===== src/rtl/cpu_seq_pkg.sv =====
// ---------------------------------------------------------------------------
// cpu_seq_pkg
// Shared definitions for the CPU instruction-cycle sequencer:
//   - seq_state_t : sequencer FSM states (IDLE, RUN, STEP_WAIT)
//   - PH_*        : phase numbers of the four instruction phases
//   - phase_onehot: maps a phase number to its one-hot strobe vector,
//                   bit 0 = fetch, 1 = decode, 2 = exec, 3 = writeback
// ---------------------------------------------------------------------------
package cpu_seq_pkg;

    typedef enum logic [1:0] {
        IDLE      = 2'd0,
        RUN       = 2'd1,
        STEP_WAIT = 2'd2
    } seq_state_t;

    localparam logic [1:0] PH_FETCH  = 2'd0;
    localparam logic [1:0] PH_DECODE = 2'd1;
    localparam logic [1:0] PH_EXEC   = 2'd2;
    localparam logic [1:0] PH_WB     = 2'd3;

    function automatic logic [3:0] phase_onehot(input logic [1:0] ph);
        return 4'b0001 << ph;
    endfunction

endpackage


===== src/rtl/seq_phase_ctr.sv =====
// ---------------------------------------------------------------------------
// seq_phase_ctr
// Two-bit instruction phase register.
// Ports:
//   clk   - system clock, rising edge
//   reset - synchronous active-high reset, forces phase to 0
//   en    - advance the phase by one (wraps 3 -> 0)
//   clr   - load phase 0; takes priority over en
//   phase - current phase value
// ---------------------------------------------------------------------------
module seq_phase_ctr
    import cpu_seq_pkg::*;
(
    input  logic       clk,
    input  logic       reset,
    input  logic       en,
    input  logic       clr,
    output logic [1:0] phase
);

    // Phase register: clearing wins over advancing so the controller can
    // end an instruction and restart at fetch in the same cycle.
    always_ff @(posedge clk) begin
        if (reset) begin
            phase <= PH_FETCH;
        end else if (clr) begin
            phase <= PH_FETCH;
        end else if (en) begin
            phase <= phase + 2'd1;
        end
    end

endmodule


===== src/rtl/cpu_phase_sequencer.sv =====
// ---------------------------------------------------------------------------
// cpu_phase_sequencer
// Instruction-cycle controller for the structural CPU. Steps through the
// phases T0 fetch, T1 decode, T2 execute, T3 writeback, with support for
// 3-phase short instructions, stall, single-step, halt, a retired
// instruction counter and a sticky stall-timeout flag.
// Ports:
//   clk, reset          - clock and synchronous active-high reset
//   start               - leave IDLE and start executing
//   halt_req            - stop after the current instruction
//   stall               - freeze the current phase this cycle
//   short_instr         - instruction ends after T2 (looked at in T2 only)
//   step_mode, step     - pause after each instruction / release one
//   phase               - current phase 0..3
//   fetch_en..wb_en     - one-hot datapath phase strobes
//   instr_done          - last phase of an instruction completes now
//   busy                - sequencer is not IDLE
//   instr_count         - retired instruction count (wraps)
//   stall_err           - sticky stall-timeout flag
// ---------------------------------------------------------------------------
module cpu_phase_sequencer
    import cpu_seq_pkg::*;
#(
    parameter int CNT_W     = 8,
    parameter int MAX_STALL = 15
) (
    input  logic             clk,
    input  logic             reset,
    input  logic             start,
    input  logic             halt_req,
    input  logic             stall,
    input  logic             short_instr,
    input  logic             step_mode,
    input  logic             step,
    output logic [1:0]       phase,
    output logic             fetch_en,
    output logic             decode_en,
    output logic             exec_en,
    output logic             wb_en,
    output logic             instr_done,
    output logic             busy,
    output logic [CNT_W-1:0] instr_count,
    output logic             stall_err
);

    localparam int STALL_W = $clog2(MAX_STALL + 1);
    localparam logic [STALL_W-1:0] STALL_LIMIT = STALL_W'(MAX_STALL);
    localparam logic [STALL_W-1:0] STALL_LAST  = STALL_W'(MAX_STALL - 1);

    seq_state_t         state;
    seq_state_t         state_next;
    logic               halt_pending;
    logic [STALL_W-1:0] stall_cnt;
    logic               phase_en;
    logic               phase_clr;
    logic [3:0]         strobe_vec;
    logic               instr_end;

    seq_phase_ctr u_phase_ctr (
        .clk   (clk),
        .reset (reset),
        .en    (phase_en),
        .clr   (phase_clr),
        .phase (phase)
    );

    // Next-state and output decode. Strobes and instr_done depend on the
    // live stall/short_instr inputs so a stalled phase never fires its
    // strobe. Reset dominates, so outputs are silenced while it is high.
    always_comb begin
        state_next = state;
        phase_en   = 1'b0;
        phase_clr  = 1'b0;
        strobe_vec = 4'b0000;
        instr_done = 1'b0;
        instr_end  = !stall && ((phase == PH_WB) ||
                                ((phase == PH_EXEC) && short_instr));

        unique case (state)
            IDLE: begin
                phase_clr = 1'b1;
                if (start) begin
                    state_next = RUN;
                end
            end

            RUN: begin
                if (!stall) begin
                    strobe_vec = phase_onehot(phase);
                end
                if (instr_end) begin
                    instr_done = 1'b1;
                    phase_clr  = 1'b1;
                    if (halt_req || halt_pending) begin
                        state_next = IDLE;
                    end else if (step_mode) begin
                        state_next = STEP_WAIT;
                    end else begin
                        state_next = RUN;
                    end
                end else if (!stall) begin
                    phase_en = 1'b1;
                end
            end

            STEP_WAIT: begin
                phase_clr = 1'b1;
                if (halt_req) begin
                    state_next = IDLE;
                end else if (step) begin
                    state_next = RUN;
                end
            end

            default: begin
                state_next = IDLE;
                phase_clr  = 1'b1;
            end
        endcase

        if (reset) begin
            strobe_vec = 4'b0000;
            instr_done = 1'b0;
        end
    end

    // State, halt bookkeeping and counters. A halt request seen anywhere in
    // RUN is remembered until the sequencer actually reaches IDLE, so the
    // running instruction always completes. The stall counter saturates at
    // the limit; the error flag is sticky until reset.
    always_ff @(posedge clk) begin
        if (reset) begin
            state        <= IDLE;
            halt_pending <= 1'b0;
            instr_count  <= '0;
            stall_cnt    <= '0;
            stall_err    <= 1'b0;
        end else begin
            state <= state_next;

            if (state_next == IDLE) begin
                halt_pending <= 1'b0;
            end else if ((state == RUN) && halt_req) begin
                halt_pending <= 1'b1;
            end

            if (instr_done) begin
                instr_count <= instr_count + 1'b1;
            end

            if ((state == RUN) && stall) begin
                if (stall_cnt != STALL_LIMIT) begin
                    stall_cnt <= stall_cnt + 1'b1;
                end
                if (stall_cnt >= STALL_LAST) begin
                    stall_err <= 1'b1;
                end
            end else begin
                stall_cnt <= '0;
            end
        end
    end

    assign {wb_en, exec_en, decode_en, fetch_en} = strobe_vec;
    assign busy = (state != IDLE);

endmodule


===== config.mk =====
export PLATFORM = sky130hd
export DESIGN_NAME = cpu_phase_sequencer
export DESIGN_NICKNAME = d
export VERILOG_FILES = /design/src/rtl/cpu_seq_pkg.sv /design/src/rtl/seq_phase_ctr.sv /design/src/rtl/cpu_phase_sequencer.sv
export SDC_FILE = /design/constraint.sdc
export NUM_CORES = 1
export LEC_CHECK = 0
export ABC_CLOCK_PERIOD_IN_PS = 1800
export CELL_PAD_IN_SITES_DETAIL_PLACEMENT = 0
export CELL_PAD_IN_SITES_GLOBAL_PLACEMENT = 1
export CORE_UTILIZATION = 33
export CTS_BUF_LIST = sky130_fd_sc_hd__clkbuf_4
export DETAILED_ROUTE_END_ITERATION = 16
export PLACE_DENSITY_LB_ADDON = 0.1
export SLEW_MARGIN = 20
export SYNTH_ARGS = -nofsm -noshare
export SYNTH_HDL_FRONTEND = slang
export SYNTH_SLANG_ARGS = --single-unit

===== constraint.sdc =====
create_clock -name clk -period 1.8 [get_ports clk]
set_input_delay 0.36 -clock clk [delete_from_list [all_inputs] [get_ports clk]]
set_output_delay 0.36 -clock clk [all_outputs]
set_load 0.01 [all_outputs]

# Word-level counts from Yosys, hierarchy flattened
# Cells that the tools add are included.
[word_totals]
register_bits = 18
input_bits = 8
out_inout_bits = 17
[op_classes]
addsub = 3
n_lt_le_gt_ge = 1
eq_ne = 5
shifts = 1
mux = 17
bitwise = 1
n_reduce_logical = 14
[ops]
columns = ["cell", "n"]
rows = [
  ["$mux 2", 6],
  ["$mux 4", 3],
  ["$add 8x1->8 const B", 1],
  ["$mux 1", 7],
  ["$eq 2x2->1 const B", 3],
  ["$pmux 2 s3", 1],
  ["$reduce_or 2->1", 3],
  ["$add 4x1->4 const B", 1],
  ["$ge 4x4->1 const B", 1],
  ["$logic_and 1x1->1", 4],
  ["$logic_not 2->1", 2],
  ["$ne 4x4->1 const B", 1],
  ["$shl 1x2->4 const A", 1],
  ["$add 2x1->2 const B", 1],
  ["$eq 2x1->1 const B", 1],
  ["$logic_or 1x1->1", 2],
  ["$reduce_and 2->1", 1],
  ["$reduce_bool 2->1", 1],
  ["$logic_not 1->1", 1],
  ["$not 1->1", 1],
]

# Longest topological paths before layout
# Gate-level depths: netlist of run 1.
[logic_depth]
word_depth = 8
ltp_mapped = 6
ltp_nobuf = 6

# Modules after synthesis
# From an unflattened synthesis of run 1, not the netlist that was laid out.
[hier_totals]
hier_cells = 109
hier_area_um2 = 985.9
[modules_own_cells]
columns = ["mod", "instances", "cells_each", "area_each_um2", "seq_area_each_um2"]
rows = [
  ["cpu_phase_sequencer", 1, 101, 900.9, 320.3],
  ["seq_phase_ctr", 1, 8, 85.1, 40.0],
]

# Least setup slack after synthesis of run 1
# Ideal clock, no wire load.
[synth_path]
kind = "flip-flop to flip-flop"
start = "reg u_phase_ctr.phase[0]"
end = "reg halt_pending"
setup_ps = 91
arrival_ps = 1813
required_time_ps = 1709
path_slack_ps = -104
path_stages_with_launch = 7
n_path_buf = 0
synth_period_minus_slack_ps = 1904
path_cell_list = "dfxtp_1 inv_1 ha_1 a21oi_1 nor3_1 a211o_1 a311oi_1"
[synth_between]
elab_chain_cells = 8
[synth_rtl]
columns = ["item", "line", "text"]
rows = [
  ["start, declared", "seq_phase_ctr.sv:18", "output logic [1:0] phase"],
  ["start signal, assigned", "seq_phase_ctr.sv:29", "phase <= phase + 2'd1;"],
  ["$eq 2x2->1", "cpu_phase_sequencer.sv:77", "((phase == PH_EXEC) && short_instr));"],
  ["$logic_and 1x1->1", "cpu_phase_sequencer.sv:77", ""],
  ["$logic_or 1x1->1 (*)", "cpu_phase_sequencer.sv:76", "instr_end = !stall && ((phase == PH_WB) ||"],
  ["$logic_and 1x1->1 (*)", "cpu_phase_sequencer.sv:76", ""],
  ["$mux 2 (*)", "cpu_phase_sequencer.sv:91", "if (instr_end) begin"],
  ["$pmux 2 s3 (*)", "cpu_phase_sequencer.sv:79", "unique case (state)"],
  ["$logic_not 2->1 (*)", "cpu_phase_sequencer.sv:141", "if (state_next == IDLE) begin"],
  ["$reduce_or 2->1 (no line) (*)", "n/a", ""],
  ["end signal, assigned", "cpu_phase_sequencer.sv:134", "halt_pending <= 1'b0;"],
  ["end signal, assigned", "cpu_phase_sequencer.sv:142", "halt_pending <= 1'b0;"],
  ["end signal, assigned", "cpu_phase_sequencer.sv:144", "halt_pending <= 1'b1;"],
  ["end, declared", "cpu_phase_sequencer.sv:52", "logic halt_pending;"],
]
# Mark *: on every way between the ends. The rest lies on a longest branch, timed or not.
# A chain may end at the register's enable or synchronous reset.

# Worst setup path in the final report of run 1
[layout_path]
start = "reg state[0]"
end = "out fetch_en"
[layout_between]
elab_chain_cells = 3
[layout_rtl]
columns = ["item", "line", "text"]
rows = [
  ["start, declared", "cpu_phase_sequencer.sv:50", "seq_state_t state;"],
  ["start signal, assigned", "cpu_phase_sequencer.sv:139", "state <= state_next;"],
  ["$eq 2x1->1", "cpu_phase_sequencer.sv:79", ""],
  ["$mux 4", "cpu_phase_sequencer.sv:79", ""],
  ["$mux 4", "cpu_phase_sequencer.sv:121", "if (reset) begin"],
  ["end, declared", "cpu_phase_sequencer.sv:36", "output logic fetch_en,"],
]
# Every way passes these cells.

==> results of run 1 <==
## final cells by class
cell class                      instances  area share
Inverter                                6      0.0159
Clock buffer                            3      0.0159
Multi-Input combinational cell         82       0.427
Sequential cell                        18       0.257
Timing Repair Buffer                   41       0.257
Tap cell                               31      0.0274
## worst reg2reg max path, delay by kind of cell, from the launching register on
kind	cells	cell delay [ns]
buffers and inverters	1	0.18
flip-flops	1	0.34
multiplexers	1	0.30
AND/OR/NAND/NOR	3	0.81
## registers in the layout, summed over array words and instances (netlist names)
signal,flops
stall_err,1
stall_cnt,4
halt_pending,1
u_phase_ctr.phase,2
state,2
instr_count,8
## cell families (layout without fill, tap and decap cells)
| kind of cell | after synthesis | count (layout) |
|---|---|---|
| AOI/OAI and AO/OA | 15 | 15 |
| xor gates and xnor gates | 5 | 5 |
| adders and majority gates | 7 | 7 |
| buffers and inverters | 9 | 50 |
| DFF | 18 | 18 |
| muxes | 3 | 3 |
| and+or+nand+nor | 52 | 52 |
## per-layer routing
metal,track usage,vias up,wire (um)
li1,-,457,-
met1,0.167,392,892
met2,0.229,23,999
met3,0.0419,2,107
met4,0.0750,0,23
met5,0,-,0
## per-stage QoR
stage / power [mW] / std cells / area (um2)
after CTS: 0.694 / 181 / 1360
after floorplan: 0.449 / 109 / 956
final: 0.683 / 181 / 1410
after global placement: 0.493 / 178 / 1340
after global routing: 0.720 / 181 / 1410
after detailed placement: 0.494 / 178 / 1340
## power breakdown
part	total (mW)	internal (mW)	switching, mW
logic	0.0818	0.0439	0.0379
registers	0.407	0.403	0.00406
clock network	0.194	0.0777	0.116
## cells in the mapped netlist, types with 2 or more instances
master    number  area, um2
dfxtp_1       18        360
nor2_1        16       60.1
a21oi_1        7       35.0
ha_1           7       87.6
nand2_1        7       26.3
inv_1          6       22.5
nand3_1        6       30.0
and2_1         5       31.3
xnor2_1        5       43.8
nor3_1         4       20.0
a211oi_1       2       15.0
clkbuf_1       2       7.51
mux2i_1        2       20.0
nand2b_1       2       12.5
nor2b_1        2       12.5
## repair_timing
item / in CTS / in global routing
pin swaps: 8 / 3
endpoints found under the setup margin: 8 / 6
gates resized for setup: 29 / 11
setup buffers: 1 / 0
## final timing paths
check / to / slack, ns / depth (start not counted)
min: stall_err$_SDFFE_PP0P_ / 0.48 / 2
max reg2reg: instr_count[7]$_SDFFE_PP0P_ / 0.07 / 5
max: fetch_en / 0.02 / 4
min reg2reg: stall_err$_SDFFE_PP0P_ / 0.48 / 2
## cell usage in the layout (no fill, tap or decap), drive strengths merged, types with 2 or more instances in the layout
cell type      netlist  routed
a211oi               2       2
buf                  1      22
dlygate4sd2          0       2
a21oi                7       7
clkbuf               2       3
ha                   7       7
inv                  6       6
xnor2                5       5
nor2b                2       2
and2                 5       5
nand2b               2       2
nand3                7       7
nand2                7       7
nor3                 4       4
clkdlybuf4s50        0      17
nor4                 2       2
nor2                16      16
dfxtp               18      18
mux2i                2       2
==> flow_metrics.py, run 1 <==
metrics = {
    "run_status": {
        "status": "completed",
    },
    "clocking": {
        "cts_hold_buf": 0,
        "numCtsBuffers": 3,
        "clkTransAtPathRegs_ns": 0.09,
        "insertion_delay_ns": 0.28,
        "htree_levels": 1,
        "clockBufferDepth": 2,
        "cts_tree": "yes",
        "clock-root-buffer": "clkbuf_4",
        "cts.sinks": 18,
    },
    "finish": {
        "fin_nets": 167,
        "drive_gt1_frac": 0.287,
        "multi_input_area_um2": 604,
        "fin_util": 0.517,
        "area_growth_pct": 48.5,
        "diodes": 0,
        "seq_area_um2": 363,
        "nFillCells": 265,
    },
    "global_routing": {
        "grt_pass1_wl_mm": 3.43,
        "overflow": 0,
        "antenna_found_initial": 0,
        "grt_max_degree": 14,
        "grt_pass1_vias": 810,
        "grt_use_total": 0.141,
    },
    "sta": {
        "hold_violations": 0,
        "fin_hold_ws_ns": 0.482,
        "period_minus_slack_ns": 1.78,
        "max_freq_mhz": 562,
        "setup_tns_ns": 0,
        "worst_slew_pin_slew_ns": 0.341,
        "finalSetupViolCount": 0,
        "worst_slack_ns": 0.0206,
        "relSlewSlack": 0.770,
        "finalCritPeriodShare": 0.989,
        "skew_ns": 0.00276,
        "rsz0062_at_grt": "true",
        "drv_slew": 0,
    },
    "synth": {
        "ys_seq_area_frac": 0.378,
        "synthMuxAreaShare": 0.0368,
        "synthCells": 109,
        "synthXorXnorAreaFrac": 0.0460,
        "synth-simple-area-share": 0.302,
        "ys_async_sr_fraction": 0,
        "synthesis.area_um2": 952,
        "synth_fa_ha_area_frac": 0.0920,
        "synth.avg_cell_area_um2": 8.74,
        "synthDistinctLibCells": 33,
        "synth-compound-area-share": 0.101,
        "syn-num-nets": 124,
        "synth_top_family_by_area": "simple AND/OR/NAND/NOR gates",
        "synth_edf_count": 0,
        "synth_warnings": 0,
        "synth-main-ff-cell": "dfxtp_1",
        "ys_ff_latch": 18,
    },
    "worst_setup_path": {
        "path_max_fanout": 4,
        "critPathLaunch": "state[0]$_SDFF_PP0_",
        "crit_family": "simple AND/OR/NAND/NOR gates",
        "crit_arrival_ns": 1.42,
        "max_stage_delay_ns": 0.41,
        "startpoint_type": "flop",
        "endpoint_kind": "primary output",
        "worstPathRequired_ns": 1.44,
        "crit_chain": "or3b_4 -> nor2_4 -> and2_1 -> buf_2",
        "critPathBufInv": 1,
        "r2r_start": "state[0]$_SDFF_PP0_",
        "critPathKind": "reg2out",
        "crit_slowest_cell": "or3b_4",
    },
    "placed_design": {
        "numPortBuffers": 24,
        "hpwl_mm": 1.57,
        "pre_cts_ws_ns": -0.695,
        "place.gp.congestion": 0.772,
    },
    "drt": {
        "ant_nets": 0,
        "drt_iter0_drc": 13,
        "vias": 874,
        "drt-pass1-iter-count": 4,
        "drc": 0,
        "drt_wl_total_mm": 2.02,
        "viasPerCell": 4.83,
        "wire_per_inst_um": 11.2,
    },
    "die": {
        "core-area_um2": 2730,
        "die_area_um2": 3100,
        "die_w_um": 55.7,
        "rows": 19,
        "io_pins": 25,
        "die_h_um": 55.7,
        "initial_core_util": 0.348,
    },
    "pwr": {
        "ir_drop_mv": 0.301,
        "p_per_area_nw_per_um2": 483,
        "p_leak_nw": 0.577,
    },
    "min_path": {
        "hold_class": "reg2reg",
        "hold_start": "stall_err$_SDFFE_PP0P_",
    },
    "flow_run": {
        "cap_viol_max_count": 0,
    },
}
Power figures use the tool's default switching activity.
==> run 2, diff against run 1 <==
--- a/config.mk
+++ b/config.mk
@@ -5,7 +5,7 @@
 export SDC_FILE = /design/constraint.sdc
 export NUM_CORES = 1
 export LEC_CHECK = 0
-export ABC_CLOCK_PERIOD_IN_PS = 1800
+export ABC_CLOCK_PERIOD_IN_PS = 1500
 export CELL_PAD_IN_SITES_DETAIL_PLACEMENT = 0
 export CELL_PAD_IN_SITES_GLOBAL_PLACEMENT = 1
 export CORE_UTILIZATION = 33
@@ -15,4 +15,5 @@
 export SLEW_MARGIN = 20
 export SYNTH_ARGS = -nofsm -noshare
 export SYNTH_HDL_FRONTEND = slang
+export SYNTH_HIERARCHICAL = 1
 export SYNTH_SLANG_ARGS = --single-unit
==> constraint.sdc (replaced) <==
create_clock -name clk -period 1.5 [get_ports clk]
set_input_delay 0.3 -clock clk [delete_from_list [all_inputs] [get_ports clk]]
set_output_delay 0.3 -clock clk [all_outputs]
set_load 0.01 [all_outputs]
==> run 2 against run 1 <==
The flow now finishes with violations (design-rule violations, negative setup slack). Worst setup slack worse by 0.32 ns. Cell count is 1.7% lower. Sequential share of layout area is 1.4 points higher. Combinational power is 15% higher. Critical path type unchanged. Largest power group unchanged.
==> flow_metrics.py, run 2 <==
metrics = {
    "run_status": {
        "status": "finished, violations left",
        "violations": "design-rule violations, negative setup slack",
    },
    "sta": {
        "rsz0062_at_grt": "true",
        "finalCritPeriodShare": 1.20,
        "worst_slack_ns": -0.302,
        "worst_slew_pin_slew_ns": 0.268,
        "max_freq_mhz": 555,
        "hold_violations": 0,
        "finalSetupViolCount": 10,
        "fin_hold_ws_ns": 0.470,
        "skew_ns": 0.00173,
        "relSlewSlack": 0.820,
        "period_minus_slack_ns": 1.80,
        "drv_slew": 0,
    },
    "synth": {
        "synth_top_cell_area_share": 0.365,
        "synth_common_cells": "dfxtp_1 (18), nor2_1 (10), nand3_1 (7)",
        "synth.avg_cell_area_um2": 9.05,
        "synth-main-ff-cell": "dfxtp_1",
        "synthCells": 109,
        "synth_edf_count": 0,
        "synthesis.area_um2": 986,
        "synthTopCellsByArea": "dfxtp_1 (37%), nor4_4 (4.3%), ha_1 (3.8%)",
        "ys_async_sr_fraction": 0,
        "yosysTopAreaCell": "dfxtp_1",
        "synth_most_common_cell": "dfxtp_1",
        "ys_ff_latch": 18,
        "syn-num-nets": 120,
        "synthDistinctLibCells": 43,
        "ys_seq_area_frac": 0.365,
        "synth_warnings": 6,
    },
    "drt": {
        "viasPerCell": 5.43,
        "drt-pass1-iter-count": 10,
        "drc": 2,
        "drt_iter0_drc": 16,
        "drt_wl_total_mm": 2.43,
        "ant_nets": 0,
        "vias": 966,
        "wire_per_inst_um": 13.6,
    },
    "clocking": {
        "numCtsBuffers": 3,
        "clock-root-buffer": "clkbuf_4",
        "clkTransAtPathRegs_ns": 0.11,
        "cts_hold_buf": 0,
        "cts_tree": "yes",
        "cts.sinks": 18,
        "htree_levels": 1,
        "insertion_delay_ns": 0.30,
        "clockBufferDepth": 2,
    },
    "worst_setup_path": {
        "path_max_fanout": 5,
        "startpoint_type": "flop",
        "crit_chain": "or4b_4 -> nor3b_2 -> buf_2",
        "rr_worst_depth": 4,
        "critPathKind": "reg2out",
        "r2r_slack_ns": -0.27,
        "critPathLaunch": "state[1]$_SDFF_PP0_",
        "endpoint_kind": "primary output",
        "crit_slowest_cell": "or4b_4",
        "worstPathRequired_ns": 1.20,
        "rr_endpoint": "instr_count[5]$_SDFFE_PP0P_",
        "cp-endpoint": "exec_en",
        "max_stage_delay_ns": 0.56,
        "crit_arrival_ns": 1.50,
        "r2r_start": "state[1]$_SDFF_PP0_",
    },
    "finish": {
        "nFillCells": 299,
        "reg.largest.list": "instr_count: 8 flops, stall_cnt: 4 flops",
        "mostFrequentLayoutCells": "dlygate4sd2_1 (13), buf_4 (12), dfxtp_1 (9)",
        "largest_reg_flops": 8,
        "drive_gt1_frac": 0.320,
        "top_register": "instr_count",
        "area_growth_pct": 43.0,
        "final_cells": 178,
        "layout_commonest_cell": "dlygate4sd2_1",
        "diodes": 0,
        "fin_nets": 159,
    },
    "placed_design": {
        "hpwl_mm": 1.70,
        "place_inst": 171,
        "place.gp.congestion": 0.701,
        "numPortBuffers": 24,
    },
    "die": {
        "initial_core_util": 0.351,
        "rows": 19,
        "die_w_um": 56.7,
        "die_area_um2": 3210,
        "core-area_um2": 2810,
        "io_pins": 25,
        "die_h_um": 56.7,
    },
    "pwr": {
        "p_per_area_nw_per_um2": 591,
        "power.switching_uw": 211,
        "ir_drop_mv": 0.360,
        "p_leak_nw": 0.616,
        "clkPwrFrac": 0.310,
        "seqPwrFrac": 0.577,
        "p_comb_frac": 0.113,
        "switching_share": 0.254,
        "internal-power_uw": 622,
    },
    "global_routing": {
        "busiest_layer": "met2",
        "grt_pass1_wl_mm": 4.15,
        "grt_pass1_vias": 934,
        "grt_max_degree": 11,
        "grt_use_met3": 0.0461,
        "grt_use_total": 0.164,
        "grt_use_met2": 0.287,
        "grt_util_met1": 0.202,
        "antenna_found_initial": 0,
        "overflow": 0,
    },
    "flow_run": {
        "cap_viol_max_count": 0,
    },
    "min_path": {
        "hold_class": "reg2reg",
    },
}
-- run 2: metrics by stage --
step | util | cell area, um2 | power, mW | setup WS (ns) | setup TNS [ns]
finish | 0.503 | 1410 | 0.833 | -0.302 | -2.25
global route | 0.503 | 1410 | 0.875 | -0.377 | -2.97
global placement | 0.471 | 1320 | 0.592 | -0.843 | -9.75
detailed placement | 0.471 | 1320 | 0.593 | -0.874 | -9.93
CTS | 0.490 | 1380 | 0.847 | -0.323 | -2.33
floorplan | - | 997 | 0.546 | -0.182 | -0.828
-- run 2: cell families after synthesis --
family	count (synthesis)	share of synthesized area
AO/OA/AOI/OAI	26	0.185
XOR/XNOR	2	0.0178
adder cells (fa/ha/maj)	3	0.0381
buffers and inverters	8	0.0495
flip-flops	18	0.365
multiplexers	3	0.0330
AND/OR/NAND/NOR	49	0.311
-- run 2: worst min-delay path by stage --
| stage | end | slack [ns] | from | depth (start not counted) |
|---|---|---|---|---|
| 6_report | instr_count[6]$_SDFFE_PP0P_ | 0.47 | instr_count[6]$_SDFFE_PP0P_ | 1 |
| 5_1_grt | instr_count[1]$_SDFFE_PP0P_ | 0.49 | reset | 3 |
| 4_1_cts | instr_count[0]$_SDFFE_PP0P_ | 0.47 | reset | 3 |
| 3_5_place_dp | stall_err$_SDFFE_PP0P_ | 0.46 | stall_err$_SDFFE_PP0P_ | 1 |
| 3_3_place_gp | stall_err$_SDFFE_PP0P_ | 0.45 | stall_err$_SDFFE_PP0P_ | 1 |
| 2_1_floorplan | state[0]$_SDFF_PP0_ | 0.44 | step | 2 |
-- run 2: worst max-delay path, delay by kind of cell (launching register included) --
| kind | cells | cell delay, ns |
|---|---|---|
| and+or+nand+nor | 2 | 0.73 |
| DFF | 1 | 0.33 |
| buffers and inverters | 1 | 0.14 |
-- run 2: power by group through the flow --
stage | sequential (mW) | combinational, mW | clock (mW)
6_report | 0.481 | 0.0942 | 0.259
5_1_grt | 0.482 | 0.105 | 0.288
4_1_cts | 0.481 | 0.0931 | 0.273
3_5_place_dp | 0.499 | 0.0944 | 0
3_3_place_gp | 0.499 | 0.0931 | 0
2_1_floorplan | 0.498 | 0.0485 | 0
-- run 2: metal layers --
layer	up-vias	part of all wire
met5	-	0
met2	22	0.47
met1	456	0.48
li1	486	-
met3	2	0.047
met4	0	0.0066
-- run 2: cell type report --
class | count | area, um2 | share of cell area
Tap cell | 31 | 38.8 | 0.0275
Sequential cell | 18 | 382 | 0.271
Timing Repair Buffer | 38 | 317 | 0.224
Clock inverter | 1 | 3.75 | 0.00266
Inverter | 4 | 15.0 | 0.0106
Clock buffer | 3 | 22.5 | 0.0160
Multi-Input combinational cell | 83 | 632 | 0.448
-- run 2: what timing repair did --
action,4_1_cts,5_1_grt
gates resized for setup,54,6
pin swaps,3,3
setup endpoints to repair,25,16
setup buffers,0,2
cloned,0,1
==> edit: new RTL, config.mk and constraints of run 1 <==
The 3 states of `seq_state_t` get a one-hot encoding in 3 bits.
--- a/src/rtl/cpu_seq_pkg.sv
+++ b/src/rtl/cpu_seq_pkg.sv
@@ -8,10 +8,10 @@
 // ---------------------------------------------------------------------------
 package cpu_seq_pkg;
 
-    typedef enum logic [1:0] {
-        IDLE      = 2'd0,
-        RUN       = 2'd1,
-        STEP_WAIT = 2'd2
+    typedef enum logic [2:0] {
+        IDLE      = 3'b001,
+        RUN       = 3'b010,
+        STEP_WAIT = 3'b100
     } seq_state_t;
 
     localparam logic [1:0] PH_FETCH  = 2'd0;
Behaviour: same outputs for any inputs over 10 cycles, from zero or initial values and one cycle with reset high; not proved beyond that.
==> edit against run 1 <==
- routed wire length increased by 4.5%
- area after synthesis increased by 9.5%
- design area increased by 0.80%
- critical path depth unchanged
- the flow now finishes with violations (setup timing)
- worst setup slack got worse by 130 ps
- sequential cell count increased by 1
- total power increased by 5.9%
- non-clock buffer count decreased by 7
- combinational power decreased by 9.7%
==> edit: results (changes against run 1) <==
\begin{tabular}{lr}
\hline
Metric & Value \\
\hline
\multicolumn{2}{l}{\textbf{Drt}} \\
Drt wl/cell & 10.6 um (was 11.2 um) \\
Violation count after the first detailed-routing iteration & 29 (was 13) \\
Vias per inst & 4.67 (was 4.83) \\
Total length of routed met2 wires & 1020 um (was 999 um) \\
Routed length on met3 & 63 um (was 107 um) \\
\multicolumn{2}{l}{\textbf{Global route}} \\
Total global routing track utilization & 0.133 (was 0.141) \\
Vias in the first global route & 817 (was 810) \\
Met3 GRT Util & 0.0134 (was 0.0419) \\
Global-route wire length before repair & 3450 um (was 3430 um) \\
Met2 track utilization from global routing & 0.225 (was 0.229) \\
\multicolumn{2}{l}{\textbf{Synthesis}} \\
Cell types occupying the most area after synthesis & sky130\_fd\_sc\_hd\_\_dfxtp\_1 36\%, sky130\_fd\_sc\_hd\_\_ha\_1 8.4\%, sky130\_fd\_sc\_hd\_\_nor2\_1 7.6\% (was sky130\_fd\_sc\_hd\_\_dfxtp\_1 38\%, sky130\_fd\_sc\_hd\_\_ha\_1 9.2\%, sky130\_fd\_sc\_hd\_\_nor2\_1 6.3\%) \\
Top cells by instance count after synthesis & 21 x sky130\_fd\_sc\_hd\_\_nor2\_1, 19 x sky130\_fd\_sc\_hd\_\_dfxtp\_1, 7 x sky130\_fd\_sc\_hd\_\_ha\_1, 7 x sky130\_fd\_sc\_hd\_\_inv\_1, 7 x sky130\_fd\_sc\_hd\_\_nand3\_1 (was 18 x sky130\_fd\_sc\_hd\_\_dfxtp\_1, 16 x sky130\_fd\_sc\_hd\_\_nor2\_1, 7 x sky130\_fd\_sc\_hd\_\_a21oi\_1, 7 x sky130\_fd\_sc\_hd\_\_ha\_1, 7 x sky130\_fd\_sc\_hd\_\_nand2\_1) \\
Synthesized Nets & 135 (was 124) \\
\multicolumn{2}{l}{\textbf{STA}} \\
Final Skew & 3.83 ps (was 2.76 ps) \\
Number of setup violations in the final report & 5 (was 0) \\
Final Worst Setup Slack & -105 ps (was 20.6 ps) \\
Setup TNS & -403 ps (was 0 ps) \\
Transition time at the pin with the least slew margin & 302 ps (was 341 ps) \\
\multicolumn{2}{l}{\textbf{Pwr}} \\
Highest ir drop seen on vdd & 0.317 mV (was 0.301 mV) \\
Leak pwr & 0.542 nW (was 0.577 nW) \\
\multicolumn{2}{l}{\textbf{Status}} \\
Violated checks & setup timing \\
Run status & finished with violations (was finished clean) \\
\multicolumn{2}{l}{\textbf{Final layout}} \\
Post-layout nets & 171 (was 167) \\
Biggest registers after layout & instr\_count x8, stall\_cnt x4, state x3 (was instr\_count x8, stall\_cnt x4) \\
\multicolumn{2}{l}{\textbf{Place}} \\
Post-placement worst setup slack & -746 ps (was -695 ps) \\
Placed cell count & 195 (was 178) \\
Half-perimeter wire length of the detailed placement result & 1620 um (was 1570 um) \\
Total placed instance area & 1400 um2 (was 1340 um2) \\
Placer's final routability congestion estimate & 0.734 (was 0.772) \\
\hline
\end{tabular}
-- edit: what timing repair did --
item,CTS,global route
cloned,0,0
endpoints found under the hold margin,0,0
gates resized for setup,29,4
endpoints found under the setup margin,8,7
pin swaps,5,7
-- edit: area by class of cell --
type                    count  area [um2]  area share
multi-input cells          91         641       0.450
flip-flops and latches     19         383       0.269
repair buffers             34         290       0.204
well taps                  44        55.1      0.0386
clock buffers               4        30.0      0.0211
inverters                   7        26.3      0.0184
-- edit: where the power goes --
| part | internal (mW) | total (mW) | switching [mW] | leakage (nW) |
|---|---|---|---|---|
| clock | 0.101 | 0.223 | 0.121 | 0.0184 |
| combinational | 0.0397 | 0.0739 | 0.0342 | 0.370 |
| sequential | 0.424 | 0.426 | 0.00209 | 0.154 |
-- edit: worst paths after layout --
path | start | endpoint | slack (ps) | cells past startpoint
setup / recovery | state[0] | decode_en | -110 | 4
hold / removal | stall_err | stall_err | 480 | 2
setup reg to reg | state[0] | instr_count[7] | 200 | 5
hold reg to reg | stall_err | stall_err | 480 | 2
-- edit: worst max-delay path, cell delays in order (launching register included) --
cell,delay [ps]
sky130_fd_sc_hd__dfxtp_2,330
sky130_fd_sc_hd__or4b_4,570
sky130_fd_sc_hd__nor2_4,120
sky130_fd_sc_hd__and2_1,120
sky130_fd_sc_hd__buf_2,120
-- edit: cell families (layout without fill, tap and decap cells) --
family,Yosys count,count (layout),synth area share
buffers and inverters,10,45,0.0372
XOR/XNOR,6,6,0.0504
AO/OA/AOI/OAI,18,18,0.113
AND/OR/NAND/NOR,59,59,0.341
multiplexers,1,1,0.00960
flip-flops,19,19,0.365
adder cells (fa/ha/maj),7,7,0.0840
-- edit: through the flow --
step,hold WS (ps),power [mW]
finish,479,0.723
global route,517,0.766
CTS,479,0.738
detailed placement,463,0.511
global placement,461,0.511
floorplan,456,0.468
